==> config.mk <==
export PLATFORM = sky130hd
export DESIGN_NAME = fetch_unit
export DESIGN_NICKNAME = d
export VERILOG_FILES = /design/src/rtl/fetch_unit.sv
export SDC_FILE = /design/constraint.sdc
export NUM_CORES = 1
export LEC_CHECK = 0
export ABC_CLOCK_PERIOD_IN_PS = 9600
export CORE_UTILIZATION = 46
export CTS_CLUSTER_DIAMETER = 50
export DETAILED_ROUTE_END_ITERATION = 10
export GPL_ROUTABILITY_DRIVEN = 1
export HOLD_SLACK_MARGIN = 0.12
export PLACE_DENSITY = 0.82
export SYNTH_ARGS = -nofsm -noshare
export SYNTH_HDL_FRONTEND = slang
export SYNTH_SLANG_ARGS = --single-unit
==> constraint.sdc <==
create_clock -name clock -period 9.6 [get_ports clock]
set_input_delay 1.44 -clock clock [delete_from_list [all_inputs] [get_ports clock]]
set_output_delay 1.44 -clock clock [all_outputs]
set_load 0.05 [all_outputs]
==> src/rtl/fetch_unit.sv <==
// fetch_unit: owns the fetch PC, issues in-order imem requests under a credit limit and buffers
// tagged instructions for decode. Define FETCH_PERF_CNT_EN to add the perf_* counter ports.
module fetch_unit #(
    parameter int unsigned       ADDR_W     = 32,
    parameter int unsigned       DATA_W     = 32,
    parameter int unsigned       FIFO_DEPTH = 4,
    parameter logic [ADDR_W-1:0] PC_START   = ADDR_W'(32'h0040_0000)
) (
    input  logic              clock,
    input  logic              reset,
    output logic              imem_req_valid,
    input  logic              imem_req_ready,
    output logic [ADDR_W-1:0] imem_req_addr,
    input  logic              imem_rsp_valid,
    input  logic [DATA_W-1:0] imem_rsp_data,
    output logic              inst_valid,
    input  logic              inst_ready,
    output logic [DATA_W-1:0] inst_data,
    output logic [ADDR_W-1:0] inst_pc,
    input  logic              redirect_valid,
    input  logic [ADDR_W-1:0] redirect_pc
`ifdef FETCH_PERF_CNT_EN
    ,
    output logic [31:0]       perf_fetched,
    output logic [31:0]       perf_flushed,
    output logic [31:0]       perf_stall
`endif
);

    localparam int unsigned       CNT_W  = $clog2(FIFO_DEPTH + 1);
    localparam int unsigned       SUM_W  = CNT_W + 1;
    localparam int unsigned       PTR_W  = $clog2(FIFO_DEPTH);
    localparam logic [ADDR_W-1:0] PC_INC = ADDR_W'(4);

    logic [ADDR_W-1:0] fetch_pc_q, fetch_pc_d;
    logic [ADDR_W-1:0] rsp_pc_q, rsp_pc_d;
    logic [CNT_W-1:0]  count_q, count_d;
    logic [CNT_W-1:0]  outst_q, outst_d;
    logic [CNT_W-1:0]  discard_q, discard_d;
    logic [PTR_W-1:0]  rd_ptr_q, rd_ptr_d;
    logic [PTR_W-1:0]  wr_ptr_q, wr_ptr_d;
    logic [DATA_W-1:0] data_mem_q [FIFO_DEPTH];
    logic [ADDR_W-1:0] pc_mem_q   [FIFO_DEPTH];

    logic              req_fire;
    logic              rsp_fire;
    logic              push;
    logic              pop;
    logic [SUM_W-1:0]  credit_used;
    logic [ADDR_W-1:0] redirect_tgt;

    // Buffered plus in-flight never exceeds the FIFO, so every response has a slot.
    assign credit_used    = SUM_W'(count_q) + SUM_W'(outst_q);
    assign imem_req_valid = !reset && !redirect_valid && (credit_used < SUM_W'(FIFO_DEPTH));
    assign imem_req_addr  = fetch_pc_q;
    assign req_fire       = imem_req_valid && imem_req_ready;

    // Responses with nothing outstanding are spurious and ignored.
    assign rsp_fire     = imem_rsp_valid && (outst_q != '0);
    assign push         = rsp_fire && (discard_q == '0) && !redirect_valid;
    assign inst_valid   = (count_q != '0);
    assign pop          = inst_valid && inst_ready;
    assign inst_data    = data_mem_q[rd_ptr_q];
    assign inst_pc      = pc_mem_q[rd_ptr_q];
    assign redirect_tgt = redirect_pc & ~ADDR_W'(3);

    always_comb begin
        fetch_pc_d = fetch_pc_q;
        rsp_pc_d   = rsp_pc_q;
        count_d    = count_q;
        outst_d    = outst_q;
        discard_d  = discard_q;
        rd_ptr_d   = rd_ptr_q;
        wr_ptr_d   = wr_ptr_q;
        if (redirect_valid) begin
            // Everything still in flight becomes stale; earlier discards merge into the new total.
            fetch_pc_d = redirect_tgt;
            rsp_pc_d   = redirect_tgt;
            count_d    = '0;
            rd_ptr_d   = '0;
            wr_ptr_d   = '0;
            outst_d    = outst_q - CNT_W'(rsp_fire);
            discard_d  = outst_q - CNT_W'(rsp_fire);
        end else begin
            if (req_fire) begin
                fetch_pc_d = fetch_pc_q + PC_INC;
            end
            if (push) begin
                rsp_pc_d = rsp_pc_q + PC_INC;
                wr_ptr_d = wr_ptr_q + PTR_W'(1);
            end
            if (pop) begin
                rd_ptr_d = rd_ptr_q + PTR_W'(1);
            end
            if (rsp_fire && (discard_q != '0)) begin
                discard_d = discard_q - CNT_W'(1);
            end
            outst_d = outst_q + CNT_W'(req_fire) - CNT_W'(rsp_fire);
            count_d = count_q + CNT_W'(push) - CNT_W'(pop);
        end
    end

    always_ff @(posedge clock or posedge reset) begin
        if (reset) begin
            fetch_pc_q <= PC_START;
            rsp_pc_q   <= PC_START;
            count_q    <= '0;
            outst_q    <= '0;
            discard_q  <= '0;
            rd_ptr_q   <= '0;
            wr_ptr_q   <= '0;
        end else begin
            fetch_pc_q <= fetch_pc_d;
            rsp_pc_q   <= rsp_pc_d;
            count_q    <= count_d;
            outst_q    <= outst_d;
            discard_q  <= discard_d;
            rd_ptr_q   <= rd_ptr_d;
            wr_ptr_q   <= wr_ptr_d;
        end
    end

    // Storage is cleared on reset so the head outputs read zero until the first push.
    always_ff @(posedge clock or posedge reset) begin
        if (reset) begin
            for (int unsigned i = 0; i < FIFO_DEPTH; i++) begin
                data_mem_q[PTR_W'(i)] <= '0;
                pc_mem_q[PTR_W'(i)]   <= '0;
            end
        end else if (push) begin
            data_mem_q[wr_ptr_q] <= imem_rsp_data;
            pc_mem_q[wr_ptr_q]   <= rsp_pc_q;
        end
    end

`ifdef FETCH_PERF_CNT_EN
    logic [31:0] perf_fetched_q;
    logic [31:0] perf_flushed_q;
    logic [31:0] perf_stall_q;

    // Flushed counts entries thrown away by a redirect plus every stale response dropped.
    always_ff @(posedge clock or posedge reset) begin
        if (reset) begin
            perf_fetched_q <= '0;
            perf_flushed_q <= '0;
            perf_stall_q   <= '0;
        end else begin
            if (pop) begin
                perf_fetched_q <= perf_fetched_q + 32'd1;
            end
            if (redirect_valid) begin
                perf_flushed_q <= perf_flushed_q + 32'(count_q) - 32'(pop) + 32'(rsp_fire);
            end else if (rsp_fire && (discard_q != '0)) begin
                perf_flushed_q <= perf_flushed_q + 32'd1;
            end
            if (inst_ready && !inst_valid) begin
                perf_stall_q <= perf_stall_q + 32'd1;
            end
        end
    end

    assign perf_fetched = perf_fetched_q;
    assign perf_flushed = perf_flushed_q;
    assign perf_stall   = perf_stall_q;
`endif

endmodule

==> results.toml <==
[setup_path]
worstRegToRegCells = 12
crit_buf_inv = 3
worstPathMaxFanout = 76
path_cells = "buf_2 -> buf_4 -> or4_4 -> nor3_1 -> clkdlybuf4s50_1"
crit_path_end_kind = "output port"
rr_startpoint = "outst_q[1]$_DFF_PP0_"
r2r_setup_slack_ps = 5960
crit_arrival_ps = 3680
cpMaxStageDelayCell = "clkdlybuf4s50_1"
max_stage_delay_ps = 860
critPathLaunchType = "primary input"
crit_family = "buffers and inverters"
r2r_end = "outst_q[2]$_DFF_PP0_"
crit_required_ps = 8160
crit_type = "primary input to output port"

[grt]
grt_max_degree = 178
grt_pass1_vias = 10200
grt_pass1_wl_mm = 55.5
grt_antenna_before_repair = 0
grt_usage = 0.211
grt_overflow_total = 0

[clocking]
h-tree-depth = 2
cts_buffer_depth = 3
hold_buffers = 0
cts-resized-gates = 0
cts_made_buffers = 40
clockRootBuffer = "clkbuf_16"
cts_setup_buffers = 0
clk_pin_slew_worst_paths_ps = 50
cts_tree = "done"
cts.sinks = 321
insertion_delay_ps = 530

[placement]
place_congestion = 0.912
io_buffers = 161
place_hpwl_mm = 21.4

[routing]
firstDrtPassIters = 5
route.detailed.drc = 0
vias = 9745
ant_nets = 0
routedWlPerCell_um = 20.4
drt-vias-per-instance = 5.85
wl_mm = 34.0
drtIter0Drc = 719

[synth]
synth-seq-cells = 321
synth_top_area_cell = "dfrtp_1"
avgSynthCellArea_sq_um = 13.7
synth-warning-count = 0
synth_area_sq_um = 14900
synth_common_cells = "319 x dfrtp_1, 249 x mux2_2, 62 x mux4_2"
ys_seq_area_frac = 0.538
syn_inst = 1091
yosysMostFrequentCell = "dfrtp_1"
yosysUniqueCellTypes = 49
synth_edf_count = 0
synth_top_cell_area_share = 0.535
synth_ff_type = "dfrtp_1"
synthArstFlopShare = 1.00
ys_top_cells_by_area = "dfrtp_1 53%, mux2_2 19%, mux4_2 9.4%"

[run_status]
status = "finished clean"

[power]
power.leakage_nw = 7.98
ir_worst_vdd_mv = 0.141
power_w = 0.00520
power_density_nw_per_um2 = 286

[timing]
setup_viol = 0
timing.fmax_ghz = 0.195
relSlewSlack = 0.270
rsz0062_at_grt = "false"
slew_viol_final = 0
clock_skew_ps = 27.1
tightest_slew_ps = 1090
period_minus_slack_ps = 5120
hold_viol_final = 0
fin_crit_sh = 0.533
fin_setup_tns_ps = 0

[final_layout]
drive_above_1_share = 0.320
diodes = 0
syn2layout_area_growth_pct = 21.7
fillers = 2484
finalNetCount = 1323
utilization = 0.573

[job]
maxCapViolations = 0

[worst_hold_path]
hold_depth = 1
hp-class = "register to register"
worst_hold_startpoint = "data_mem_q[61]$_DFFE_PP0P_"
min_delay_worst_endpoint = "data_mem_q[61]$_DFFE_PP0P_"

[die]
die_w_um = 182
boundaryPins = 168
fp-row-count = 65
die_h_um = 182
initial_utilization = 0.471
die_area_sq_um = 33200
core_area_sq_um = 31700
## through the flow
stage	hold WS, ps	instances	setup WS [ps]	area, sq um
2_1_floorplan	475	1094	3880	14900
3_3_place_gp	484	1595	4460	16900
3_5_place_dp	490	1595	4460	16900
4_1_cts	502	1665	4440	18200
5_1_grt	511	1665	4420	18200
6_report	499	1665	4480	18200
## final cells by class
class	count	area, sq um	area share
clock buffers	52	1110	0.0610
clock inverters	18	200	0.0110
inverters	20	78.8	0.00434
multi-input cells	678	6520	0.359
flip-flops and latches	321	8040	0.443
well taps	402	503	0.0277
repair buffers	174	1720	0.0945
## power by group
group | internal [W] | leakage (nW) | total (W) | switching (W)
registers | 0.00161 | 4.25 | 0.00181 | 0.000201
clock network | 0.000899 | 0.627 | 0.00147 | 0.000570
logic | 0.000804 | 3.11 | 0.00193 | 0.00112
## metal layers
layer / wire length (um) / track usage / part of all wire / up-vias
li1: - / - / - / 4308
met3: 2420 / 0.0407 / 0.071 / 60
met1: 14600 / 0.290 / 0.43 / 4955
met2: 16200 / 0.340 / 0.48 / 422
met5: 0 / 0 / 0 / -
met4: 833 / 0.0645 / 0.024 / 0
## cells in the final DEF (no fill, tap or decap), types with 3 or more instances in the layout
cell type        netlist  routed
a41oi_1                7       7
bufinv_16              0       3
nand2_1               54      54
xnor2_1               13      13
mux2_2               249     249
and3_1                16      12
clkbuf_8               0       4
clkbuf_16              0      41
conb_1                 1       4
nor3_1                 9       9
a31oi_1                6       6
ha_1                  16      16
o211ai_1              15      15
o311ai_0               9       9
clkinvlp_4             0       6
and2_1                11      11
clkinv_2               0       4
nand3_1               31      31
xor2_1                25      25
nand4_1               27      27
mux4_2                62      62
o21ai_0               53      53
and3_2                 0       4
nor2_1                31      31
clkbuf_1              51       7
inv_1                 19      18
dfrtp_1              319     317
clkdlybuf4s50_1        0     160
or3_1                  3       3
inv_6                  0       4
a21oi_1               10      10
buf_4                  4      12
## how the worst max path moves through the flow
stage / from / to / slack (ps) / cells past startpoint
3_5_place_dp: redirect_valid / imem_req_valid / 4460 / 5
6_report: redirect_valid / imem_req_valid / 4480 / 5
4_1_cts: redirect_valid / imem_req_valid / 4440 / 5
3_3_place_gp: redirect_valid / imem_req_valid / 4460 / 5
5_1_grt: redirect_valid / imem_req_valid / 4420 / 5
2_1_floorplan: reset / count_q[0]$_DFF_PP0_ / 3880 / 1
## flip-flops by register name (all words and copies together) (netlist names)
signal	flops
data_mem_q	128
rsp_pc_q	30
pc_mem_q	120
rd_ptr_q	2
imem_req_addr	30
discard_q	3
outst_q	3
wr_ptr_q	2
count_q	3
## kinds of logic (layout without fill, tap and decap cells)
logic type               Yosys count  after routing  synth area share
other                              1              4          0.000251
flip-flops                       321            321             0.538
adder cells (fa/ha/maj)           18             18            0.0161
AND/OR/NAND/NOR                  198            198            0.0697
multiplexers                     313            313             0.283
AO/OA/AOI/OAI                    107            107            0.0446
buffers and inverters             95            264            0.0264
XOR/XNOR                          38             38            0.0223
Note: power is estimated with default switching activity, not from simulation.
